===== config.mk =====
export PLATFORM = sky130hd
export DESIGN_NAME = capture_readout_ctrl_flat
export DESIGN_NICKNAME = d
export VERILOG_FILES = /design/src/rtl/acsp_pkg.sv /design/src/rtl/capture_readout_ctrl_if.sv /design/src/rtl/capture_readout_ctrl.sv /design/src/flat_wrapper.sv
export SDC_FILE = /design/constraint.sdc
export NUM_CORES = 1
export LEC_CHECK = 0
export ABC_AREA = 1
export CAP_MARGIN = 40
export CELL_PAD_IN_SITES_DETAIL_PLACEMENT = 0
export CELL_PAD_IN_SITES_GLOBAL_PLACEMENT = 1
export CORE_ASPECT_RATIO = 0.75
export CORE_MARGIN = 8
export CORE_UTILIZATION = 41
export DETAILED_ROUTE_END_ITERATION = 8
export GPL_ROUTABILITY_DRIVEN = 0
export PLACE_DENSITY = 0.91
export REMOVE_ABC_BUFFERS = 1
export SYNTH_ARGS = -nofsm -noshare
export SYNTH_HDL_FRONTEND = slang
export SYNTH_SLANG_ARGS = --single-unit

===== constraint.sdc =====
create_clock -name clock -period 2.7 [get_ports clock]
set_input_delay 0.27 -clock clock [delete_from_list [all_inputs] [get_ports clock]]
set_output_delay 0.27 -clock clock [all_outputs]
set_load 0.01 [all_outputs]

===== src/rtl/acsp_pkg.sv =====
// Shared types and sizing helpers for the capture/readout datapath.
package acsp_pkg;

  typedef enum logic [3:0] {
    IDLE,
    ARMED,
    POST,
    RD_REQ,
    RD_WAIT,
    SEND,
    WAIT_HI,
    WAIT_LO,
    NEXT
  } capture_state_t;

  localparam int unsigned BYTE_WIDTH = 8;

  function automatic int unsigned bytes_per_sample(input int unsigned sample_width);
    return sample_width / BYTE_WIDTH;
  endfunction

  function automatic int unsigned depth(input int unsigned addr_width);
    return 32'd1 << addr_width;
  endfunction

endpackage


===== src/rtl/capture_readout_ctrl_if.sv =====
// Sample-RAM port plus UART transmit handshake seen by the capture controller.
interface capture_readout_ctrl_if #(
  parameter int unsigned SAMPLE_WIDTH = 8,
  parameter int unsigned ADDR_WIDTH   = 12
) ();

  logic                    mem_we;
  logic [ADDR_WIDTH-1:0]   mem_waddr;
  logic [SAMPLE_WIDTH-1:0] mem_wdata;
  logic                    mem_re;
  logic [ADDR_WIDTH-1:0]   mem_raddr;
  logic [SAMPLE_WIDTH-1:0] mem_rdata;
  logic                    tx_busy;
  logic                    tx_start;
  logic [7:0]              tx_byte;

  modport master (
    output mem_we, mem_waddr, mem_wdata, mem_re, mem_raddr, tx_start, tx_byte,
    input  mem_rdata, tx_busy
  );

  modport slave (
    input  mem_we, mem_waddr, mem_wdata, mem_re, mem_raddr, tx_start, tx_byte,
    output mem_rdata, tx_busy
  );

endinterface


===== src/rtl/capture_readout_ctrl.sv =====
// Acquisition sequencer: circular capture, post-trigger fill, then newest-first
// byte-serial readback to the UART transmitter.
module capture_readout_ctrl
  import acsp_pkg::*;
#(
  parameter int unsigned SAMPLE_WIDTH = 8,
  parameter int unsigned ADDR_WIDTH   = 12,
  parameter int unsigned COUNT_WIDTH  = 16
) (
  input  logic                    clock,
  input  logic                    reset_n,
  input  logic                    arm,
  input  logic                    abort,
  input  logic                    run,
  input  logic                    valid_in,
  input  logic [SAMPLE_WIDTH-1:0] data_in,
  input  logic [COUNT_WIDTH-1:0]  read_count,
  input  logic [COUNT_WIDTH-1:0]  delay_count,
  capture_readout_ctrl_if.master  bus,
  output logic                    busy,
  output logic                    done
);

  localparam int unsigned BYTES = bytes_per_sample(SAMPLE_WIDTH);
  localparam int unsigned DEPTH = depth(ADDR_WIDTH);
  localparam int unsigned IDX_W = (BYTES > 1) ? $clog2(BYTES) : 1;

  capture_state_t          state;
  logic [ADDR_WIDTH-1:0]   wr_ptr;
  logic [ADDR_WIDTH-1:0]   rd_ptr;
  logic [COUNT_WIDTH-1:0]  delay_q;
  logic [COUNT_WIDTH-1:0]  post_cnt;
  logic [COUNT_WIDTH-1:0]  send_cnt;
  logic [SAMPLE_WIDTH-1:0] shift_q;
  logic [IDX_W-1:0]        byte_idx;
  logic                    wr_en_c;

  // A request longer than the buffer can only return what the buffer holds.
  function automatic logic [COUNT_WIDTH-1:0] clamp_count(input logic [COUNT_WIDTH-1:0] c);
    logic [COUNT_WIDTH-1:0] r;
    r = c;
    if ((ADDR_WIDTH < COUNT_WIDTH) && (32'(c) > DEPTH)) r = COUNT_WIDTH'(DEPTH);
    return r;
  endfunction

  // Writes follow valid_in in the same cycle so no sampler strobe is dropped.
  always_comb begin
    wr_en_c = 1'b0;
    if (!abort) begin
      if (state == ARMED)     wr_en_c = valid_in;
      else if (state == POST) wr_en_c = valid_in && (post_cnt != '0);
    end
  end

  assign bus.mem_we    = wr_en_c;
  assign bus.mem_waddr = wr_ptr;
  assign bus.mem_wdata = wr_en_c ? data_in : '0;
  assign bus.mem_raddr = rd_ptr;

  always_ff @(posedge clock or negedge reset_n) begin
    if (!reset_n) begin
      state        <= IDLE;
      wr_ptr       <= '0;
      rd_ptr       <= '0;
      delay_q      <= '0;
      post_cnt     <= '0;
      send_cnt     <= '0;
      shift_q      <= '0;
      byte_idx     <= '0;
      bus.mem_re   <= 1'b0;
      bus.tx_start <= 1'b0;
      bus.tx_byte  <= '0;
      busy         <= 1'b0;
      done         <= 1'b0;
    end else begin
      bus.mem_re   <= 1'b0;
      bus.tx_start <= 1'b0;
      done         <= 1'b0;
      if (wr_en_c) wr_ptr <= wr_ptr + ADDR_WIDTH'(1);

      if (abort) begin
        state <= IDLE;
        busy  <= 1'b0;
      end else begin
        unique case (state)
          IDLE: begin
            if (arm) begin
              delay_q  <= delay_count;
              send_cnt <= clamp_count(read_count);
              if (read_count == '0) begin
                done <= 1'b1;
              end else begin
                state <= ARMED;
                busy  <= 1'b1;
              end
            end
          end
          ARMED: begin
            // The sample arriving with the trigger is the first post-trigger sample.
            if (run) begin
              state    <= POST;
              post_cnt <= (valid_in && (delay_q != '0)) ? delay_q - COUNT_WIDTH'(1) : delay_q;
            end
          end
          POST: begin
            if (post_cnt == '0) begin
              state      <= RD_REQ;
              rd_ptr     <= wr_ptr - ADDR_WIDTH'(1);
              bus.mem_re <= 1'b1;
            end else if (valid_in) begin
              post_cnt <= post_cnt - COUNT_WIDTH'(1);
            end
          end
          RD_REQ: begin
            state  <= RD_WAIT;
            rd_ptr <= rd_ptr - ADDR_WIDTH'(1);
          end
          RD_WAIT: begin
            state    <= SEND;
            shift_q  <= bus.mem_rdata;
            byte_idx <= '0;
          end
          SEND: begin
            if (!bus.tx_busy) begin
              state        <= WAIT_HI;
              bus.tx_start <= 1'b1;
              bus.tx_byte  <= shift_q[7:0];
            end
          end
          WAIT_HI: begin
            if (bus.tx_busy) state <= WAIT_LO;
          end
          WAIT_LO: begin
            if (!bus.tx_busy) begin
              if (32'(byte_idx) + 32'd1 < BYTES) begin
                state    <= SEND;
                shift_q  <= shift_q >> 8;
                byte_idx <= byte_idx + IDX_W'(1);
              end else begin
                state <= NEXT;
              end
            end
          end
          NEXT: begin
            send_cnt <= send_cnt - COUNT_WIDTH'(1);
            if (send_cnt == COUNT_WIDTH'(1)) begin
              state <= IDLE;
              busy  <= 1'b0;
              done  <= 1'b1;
            end else begin
              state      <= RD_REQ;
              bus.mem_re <= 1'b1;
            end
          end
          default: begin
            state <= IDLE;
            busy  <= 1'b0;
          end
        endcase
      end
    end
  end

endmodule


===== src/flat_wrapper.sv =====
// flat-port wrapper written by rule: the top's interface ports become plain ports
module capture_readout_ctrl_flat import acsp_pkg::*;
#(
  parameter int unsigned SAMPLE_WIDTH = 8,
  parameter int unsigned ADDR_WIDTH   = 12,
  parameter int unsigned COUNT_WIDTH  = 16
)
  (clock, reset_n, arm, abort, run, valid_in, data_in, read_count, delay_count, busy, done, bus_mem_we, bus_mem_waddr, bus_mem_wdata, bus_mem_re, bus_mem_raddr, bus_tx_start, bus_tx_byte, bus_mem_rdata, bus_tx_busy);
  capture_readout_ctrl_if #(.SAMPLE_WIDTH(SAMPLE_WIDTH), .ADDR_WIDTH(ADDR_WIDTH)) bus_i ();
  input  logic clock;
  input  logic reset_n;
  input  logic arm;
  input  logic abort;
  input  logic run;
  input  logic valid_in;
  input  logic [SAMPLE_WIDTH-1:0] data_in;
  input  logic [COUNT_WIDTH-1:0] read_count;
  input  logic [COUNT_WIDTH-1:0] delay_count;
  output logic busy;
  output logic done;
  output wire logic [$bits(bus_i.mem_we)-1:0] bus_mem_we;
  output wire logic [$bits(bus_i.mem_waddr)-1:0] bus_mem_waddr;
  output wire logic [$bits(bus_i.mem_wdata)-1:0] bus_mem_wdata;
  output wire logic [$bits(bus_i.mem_re)-1:0] bus_mem_re;
  output wire logic [$bits(bus_i.mem_raddr)-1:0] bus_mem_raddr;
  output wire logic [$bits(bus_i.tx_start)-1:0] bus_tx_start;
  output wire logic [$bits(bus_i.tx_byte)-1:0] bus_tx_byte;
  input wire logic [$bits(bus_i.mem_rdata)-1:0] bus_mem_rdata;
  input wire logic [$bits(bus_i.tx_busy)-1:0] bus_tx_busy;
  assign bus_mem_we = bus_i.mem_we;
  assign bus_mem_waddr = bus_i.mem_waddr;
  assign bus_mem_wdata = bus_i.mem_wdata;
  assign bus_mem_re = bus_i.mem_re;
  assign bus_mem_raddr = bus_i.mem_raddr;
  assign bus_tx_start = bus_i.tx_start;
  assign bus_tx_byte = bus_i.tx_byte;
  assign bus_i.mem_rdata = bus_mem_rdata;
  assign bus_i.tx_busy = bus_tx_busy;
  capture_readout_ctrl #(.SAMPLE_WIDTH(SAMPLE_WIDTH), .ADDR_WIDTH(ADDR_WIDTH), .COUNT_WIDTH(COUNT_WIDTH)) u_core (.clock(clock), .reset_n(reset_n), .arm(arm), .abort(abort), .run(run), .valid_in(valid_in), .data_in(data_in), .read_count(read_count), .delay_count(delay_count), .bus(bus_i), .busy(busy), .done(done));
endmodule

=== After elaboration in Yosys (flattened, before gate mapping) ===
Cells that the tools add are included.

* Register bits: 97
* Output and inout bits: 45
* Logic and storage cells: 118
* Input bits: 55

* Bitwise logic cells: 2
* Order comparisons: 2
* Add/subtract/negate cells: 8
* Mux-type cells: 48
* Reductions and logical operators: 20
* Equal/unequal tests: 25

{| class="wikitable"
|+ Operators with widths
! operator !! number
|-
| $mux 16 || 6
|-
| $pmux 16 s2 || 2
|-
| $sub 16x1->16 const B || 3
|-
| $mux 4 || 9
|-
| $pmux 4 s9 || 1
|-
| $logic_not 16->1 || 2
|-
| $lt 32x1->1 const B || 1
|-
| $reduce_bool 16->1 || 2
|-
| $mux 8 || 3
|-
| $pmux 12 s2 || 1
|-
| $sub 12x1->12 const B || 2
|-
| $ne 3x3->1 const B || 7
|-
| $mux 1 || 19
|-
| $eq 16x1->1 const B || 1
|-
| $eq 4x3->1 const B || 4
|-
| $gt 16x13->1 const B || 1
|-
| $pmux 8 s2 || 1
|-
| $add 12x1->12 const B || 1
|-
| $mux 12 || 1
|-
| $ne 2x2->1 const B || 6
|-
| $reduce_and 3->1 || 4
|-
| $eq 4x2->1 const B || 2
|-
| $reduce_and 4->1 || 2
|-
| $reduce_bool 2->1 || 4
|-
| other kinds (15) || 20
|}

=== Logic depth before layout (Yosys ltp) ===
* Word-level depth: 6
* Depth in mapped cells: 14
* Gate-level depth less buffers: 13

=== Worst setup path after synthesis ===
Ideal clock, no wire load.

* Path kind: register to register
* Start: reg u_core.state[1]
* End: reg u_core.rd_ptr[6] (netlist: u_core.bus.mem_raddr[6])
* Slack: 934 ps
* Arrival time: 1640 ps
* Period minus slack after synthesis: 1766 ps
* Path buffers: 1
* Data required time: 2574 ps
* Cell stages (with the launch flop): 13
* Setup time: 126 ps
* Path through: dfrtp_1 > nand2_2 > clkinv_4 > nand2_4 > buf_6 > nand2_1 > o21ai_2 > ha_1 > nand3_1 > nor2_1 > nand2_1 > nand3_1 > o21ai_0

* Cells in the longest elaborated chain, start to end: 3
* Elaborated cells between the ends (all ways): 6
* Those cells by class: eq/ne (3); mux (1); reduce/logical (2)

{| class="wikitable"
|+ RTL lines
! item !! RTL line !! text
|-
| start: declaration || capture_readout_ctrl.sv:28 || <nowiki>capture_state_t state;</nowiki>
|-
| start signal: assignment || capture_readout_ctrl.sv:62 || <nowiki>state <= IDLE;</nowiki>
|-
| start signal: assignment || capture_readout_ctrl.sv:82 || <nowiki>state <= IDLE;</nowiki>
|-
| start signal: assignment || capture_readout_ctrl.sv:93 || <nowiki>state <= ARMED;</nowiki>
|-
| $eq 4x2->1 || capture_readout_ctrl.sv:85 || <nowiki>unique case (state)</nowiki>
|-
| $ne 2x2->1 (no line) or $reduce_bool 2->1 (tied branches) || -- ||
|-
| $reduce_and 3->1 (no line) || -- ||
|-
| end signal: assignment || capture_readout_ctrl.sv:108 || <nowiki>rd_ptr <= wr_ptr - ADDR_WIDTH'(1);</nowiki>
|-
| end signal: assignment || capture_readout_ctrl.sv:116 || <nowiki>rd_ptr <= rd_ptr - ADDR_WIDTH'(1);</nowiki>
|-
| end: declaration || capture_readout_ctrl.sv:30 || <nowiki>logic [ADDR_WIDTH-1:0] rd_ptr;</nowiki>
|}

Several ways; a longest one is shown, not always the timed one.
A chain may end at the register's enable or synchronous reset.

=== Worst setup path in the final report ===
* Start: reg u_core.state[3]
* End: out bus_mem_wdata[5]

* Cells in the longest elaborated chain, start to end: 5
* Elaborated cells between the ends (all ways): 6
* Those cells by class: eq/ne (2); mux (4)

{| class="wikitable"
|+ RTL lines
! item !! RTL line !! text
|-
| $eq 4x2->1 || capture_readout_ctrl.sv:51 || <nowiki>else if (state == POST) wr_en_c = valid_in && (post_cnt != '0);</nowiki>
|-
| $mux 1 || capture_readout_ctrl.sv:51 ||
|-
| $mux 1 (*) || capture_readout_ctrl.sv:50 || <nowiki>if (state == ARMED) wr_en_c = valid_in;</nowiki>
|-
| $mux 1 (*) || capture_readout_ctrl.sv:49 || <nowiki>if (!abort) begin</nowiki>
|-
| $mux 8 (*) || capture_readout_ctrl.sv:57 || <nowiki>assign bus.mem_wdata = wr_en_c ? data_in : '0;</nowiki>
|-
| end: declaration || flat_wrapper.sv:23 || <nowiki>output wire logic [$bits(bus_i.mem_wdata)-1:0] bus_mem_wdata;</nowiki>
|}

Every way passes the cells marked *; elsewhere a longest branch is shown, timed or not.

==> metrics <==
Clock Pin Slew Worst Setup and Hold Paths 0.08 ns; TNS Setup 0 ns; hold slack -0.02759 ns; status complete, but fails checks; DP Cell Count 1194; Psw 3.211 mW; Final Hold Viols 39; dpl cell area 7312 um2; Fillers 1471; Worst R2R Path Depth 10; drt pass-1 iters 8; antenna viol nets, final 0; GRT Resource Usage Total 0.1706; Ports 100; Num CTS Buffers 9; drt wl/cell 13.36 um; CP max stage delay 0.55 ns; Setup CP Type reg2out; post-synthesis cell type count 38; via count around 5900; Combinational Power Share 0.476; Critical Path End bus_mem_wdata[5]; Final HPWL DP 11840 um; Register Area 2404 um2; Synth Register Bits 96; critical-path cell list nor2_4 -> nand2_1 -> nand2_2 -> nand4_4 -> nor2_1 -> clkdlybuf4s50_1; Die H 122.1 um; pin count of the biggest net entering global routing 97; clock sink total 96; sequential fraction of the synthesis area 0.3906; Setup WS post-layout roughly 0.17 ns; Layout area overhead 24.96%; core area around 15000 um2; Worst-Skew Late Latency 0.35 ns; r2r startpoint u_core.post_cnt[0]; IO buf count 99; max-slew violation count 0; clock root cell clkbuf_16; clk_skew 0.01122 ns; violated checks negative hold slack; # nets final 1073; fmax a little under 400 MHz; path type of the worst min-delay path in2async; FF-to-FF setup slack 0.57 ns; Worst Tran Pin Value 0.5899 ns; Via density 4.885; layout cells sized above 1 0.07185; Peak supply drop between 0.4 and 0.5 mV; clock tree buffer depth 2; Initial Utilization 0.4228; total congestion overflow 0; Mapped Avg Cell Area 6.744 um2; Post-synth EDFFs 0; switching share of power 0.4395; Die Wd 157.4 um; Tmin final 2.535 ns; DP Worst Slack roughly 0.27 ns; critical path data arrival time 2.26 ns; Int Power 4.095 mW; fin area around 7700 um2; Crit. Startpoint u_core.state[3]; critical path fanouts, max 8; CP endpoint kind primary output; Post-Syn Area about 6000 um2; Post-synth top flop dfrtp_1; final wirelength approximately 16000 um; Starting DRT DRC Count 429; Final period util 0.9387; Worst Setup Start Kind flop; YS warnings 0; H-tree depth 3; Design Power 7.307 mW; FP Rows 38; Clock Power Share 0.182; reg2reg end u_core.bus.mem_raddr[0]; die area 19220 um2; CTS tree built; Syn Inst Count about 910; fin util 0.5283; setup violators final 0; non-filler instance count after layout 1216; vias in the first global route around 5500; total stage count of the critical path 6; cts hold-fix bufs 0; Max-cap violations 0; Residual DRC 0; Buf/Inv on CP 1; Async SR Flop Fraction 1.000; WP data required 2.43 ns; Rel. slew slack 0.6056; initial antenna violation count 0; P per Cell Area 950.7 nW/um2; RSZ-0062 raised after global routing no; delay-heaviest family, CP simple AND/OR/NAND/NOR gates; Static Leak between 3 and 4 nW; multi-input logic area 3229 um2; antenna cells 0; part of the power in registers 0.342; Slowest cell on crit path clkdlybuf4s50_1; first-pass GRT wire length 26850 um
power by group through the flow:
stage                     sequential (mW)  clock (mW)  combinational [mW]
after floorplan                      2.46           0                2.27
after global placement               2.51           0                3.41
after detailed placement             2.51           0                3.44
after CTS                            2.49        1.37                3.45
after global routing                 2.58        1.44                3.96
final                                2.50        1.33                3.48
per-layer routing:
layer  vias up  GRT usage  share of wire
met4         0    0.03203         0.0047
met2       154     0.2454           0.41
met3         8    0.04671          0.067
met5         -          0              0
li1       3116          -              -
met1      2662     0.2513           0.52
cells in the final DEF, fill, tap and decap left out, types with 10 or more instances in the layout:
| cell type | count |
|---|---|
| nand2_1 | 285 |
| nor2_1 | 122 |
| clkdlybuf4s50_1 | 98 |
| dfrtp_1 | 95 |
| inv_1 | 94 |
| nand3_1 | 79 |
| o21ai_0 | 52 |
| a21oi_1 | 37 |
| o21ai_1 | 17 |
| buf_4 | 12 |
| xor2_1 | 11 |
| inv_2 | 10 |
| nand4_1 | 10 |
worst min path at each step:
stage                  from                 endpoint  slack, ns  depth (start not counted)
detailed placement  reset_n        u_core.delay_q[0]       0.38                          2
floorplan           reset_n  u_core.bus.mem_raddr[0]      -0.03                          0
global route        reset_n        u_core.delay_q[0]       0.02                          2
global placement    reset_n        u_core.delay_q[0]       0.38                          2
finish              reset_n        u_core.delay_q[0]      -0.03                          2
CTS                 reset_n        u_core.delay_q[0]      0.004                          2
final cells by class:
cell class | instances | share of cell area
Clock inverter | 7 | 0.01058
Multi-Input combinational cell | 687 | 0.4202
Timing Repair Buffer | 111 | 0.1420
Inverter | 106 | 0.05274
Clock buffer | 9 | 0.02930
Sequential cell | 96 | 0.3127
Tap cell | 200 | 0.03256
kinds of logic after synthesis:
family / synth area share
AO/OA/AOI/OAI: 0.1058
XOR/XNOR: 0.02421
AND/OR/NAND/NOR: 0.3761
flip-flops: 0.3906
buffers and inverters: 0.08910
adder cells (fa/ha/maj): 0.01424
flip-flops by register name, indices dropped and copies added (netlist names):
signal                flops
u_core.delay_q           16
u_core.post_cnt          16
u_core.send_cnt          16
u_core.bus.mem_raddr     12
u_core.bus.mem_waddr     12
u_core.bus.tx_byte        8
u_core.shift_q            8
u_core.state              4
u_core.bus.mem_re         1
u_core.bus.tx_start       1
u_core.busy               1
u_core.done               1
synth_stat cells, types with 2 or more instances:
master    instances  share of area
nor2_2            8         0.0081
o21ai_2           4         0.0057
a22oi_1           2         0.0024
inv_2            10         0.0061
o21ai_1          17          0.014
nand3b_1          5         0.0061
ha_1              7          0.014
and3_1            2         0.0020
nand2_1         285           0.17
nand3_1          79          0.064
inv_1            94          0.057
nor3_1            9         0.0073
dfrtp_1          96           0.39
xnor2_1           6         0.0085
o211ai_1          2         0.0024
nor2_1          122          0.074
nand4_1          10          0.010
nand2_2           6         0.0061
o21ai_0          52          0.042
or2_2             2         0.0020
nand3_2           3         0.0049
a31oi_1           5         0.0051
buf_2            15          0.012
nand2_4           2         0.0037
xor2_1           11          0.016
a21oi_1          37          0.030
nor2_4            4         0.0073
clkbuf_1          4         0.0024
buf_6             4         0.0073
timing repair:
| action | in CTS | in global routing |
|---|---|---|
| buffers inserted | 0 | 5 |
| endpoints found under the setup margin | 0 | 9 |
| resized for setup | 0 | 3 |
(Power assumes the default switching activity.)
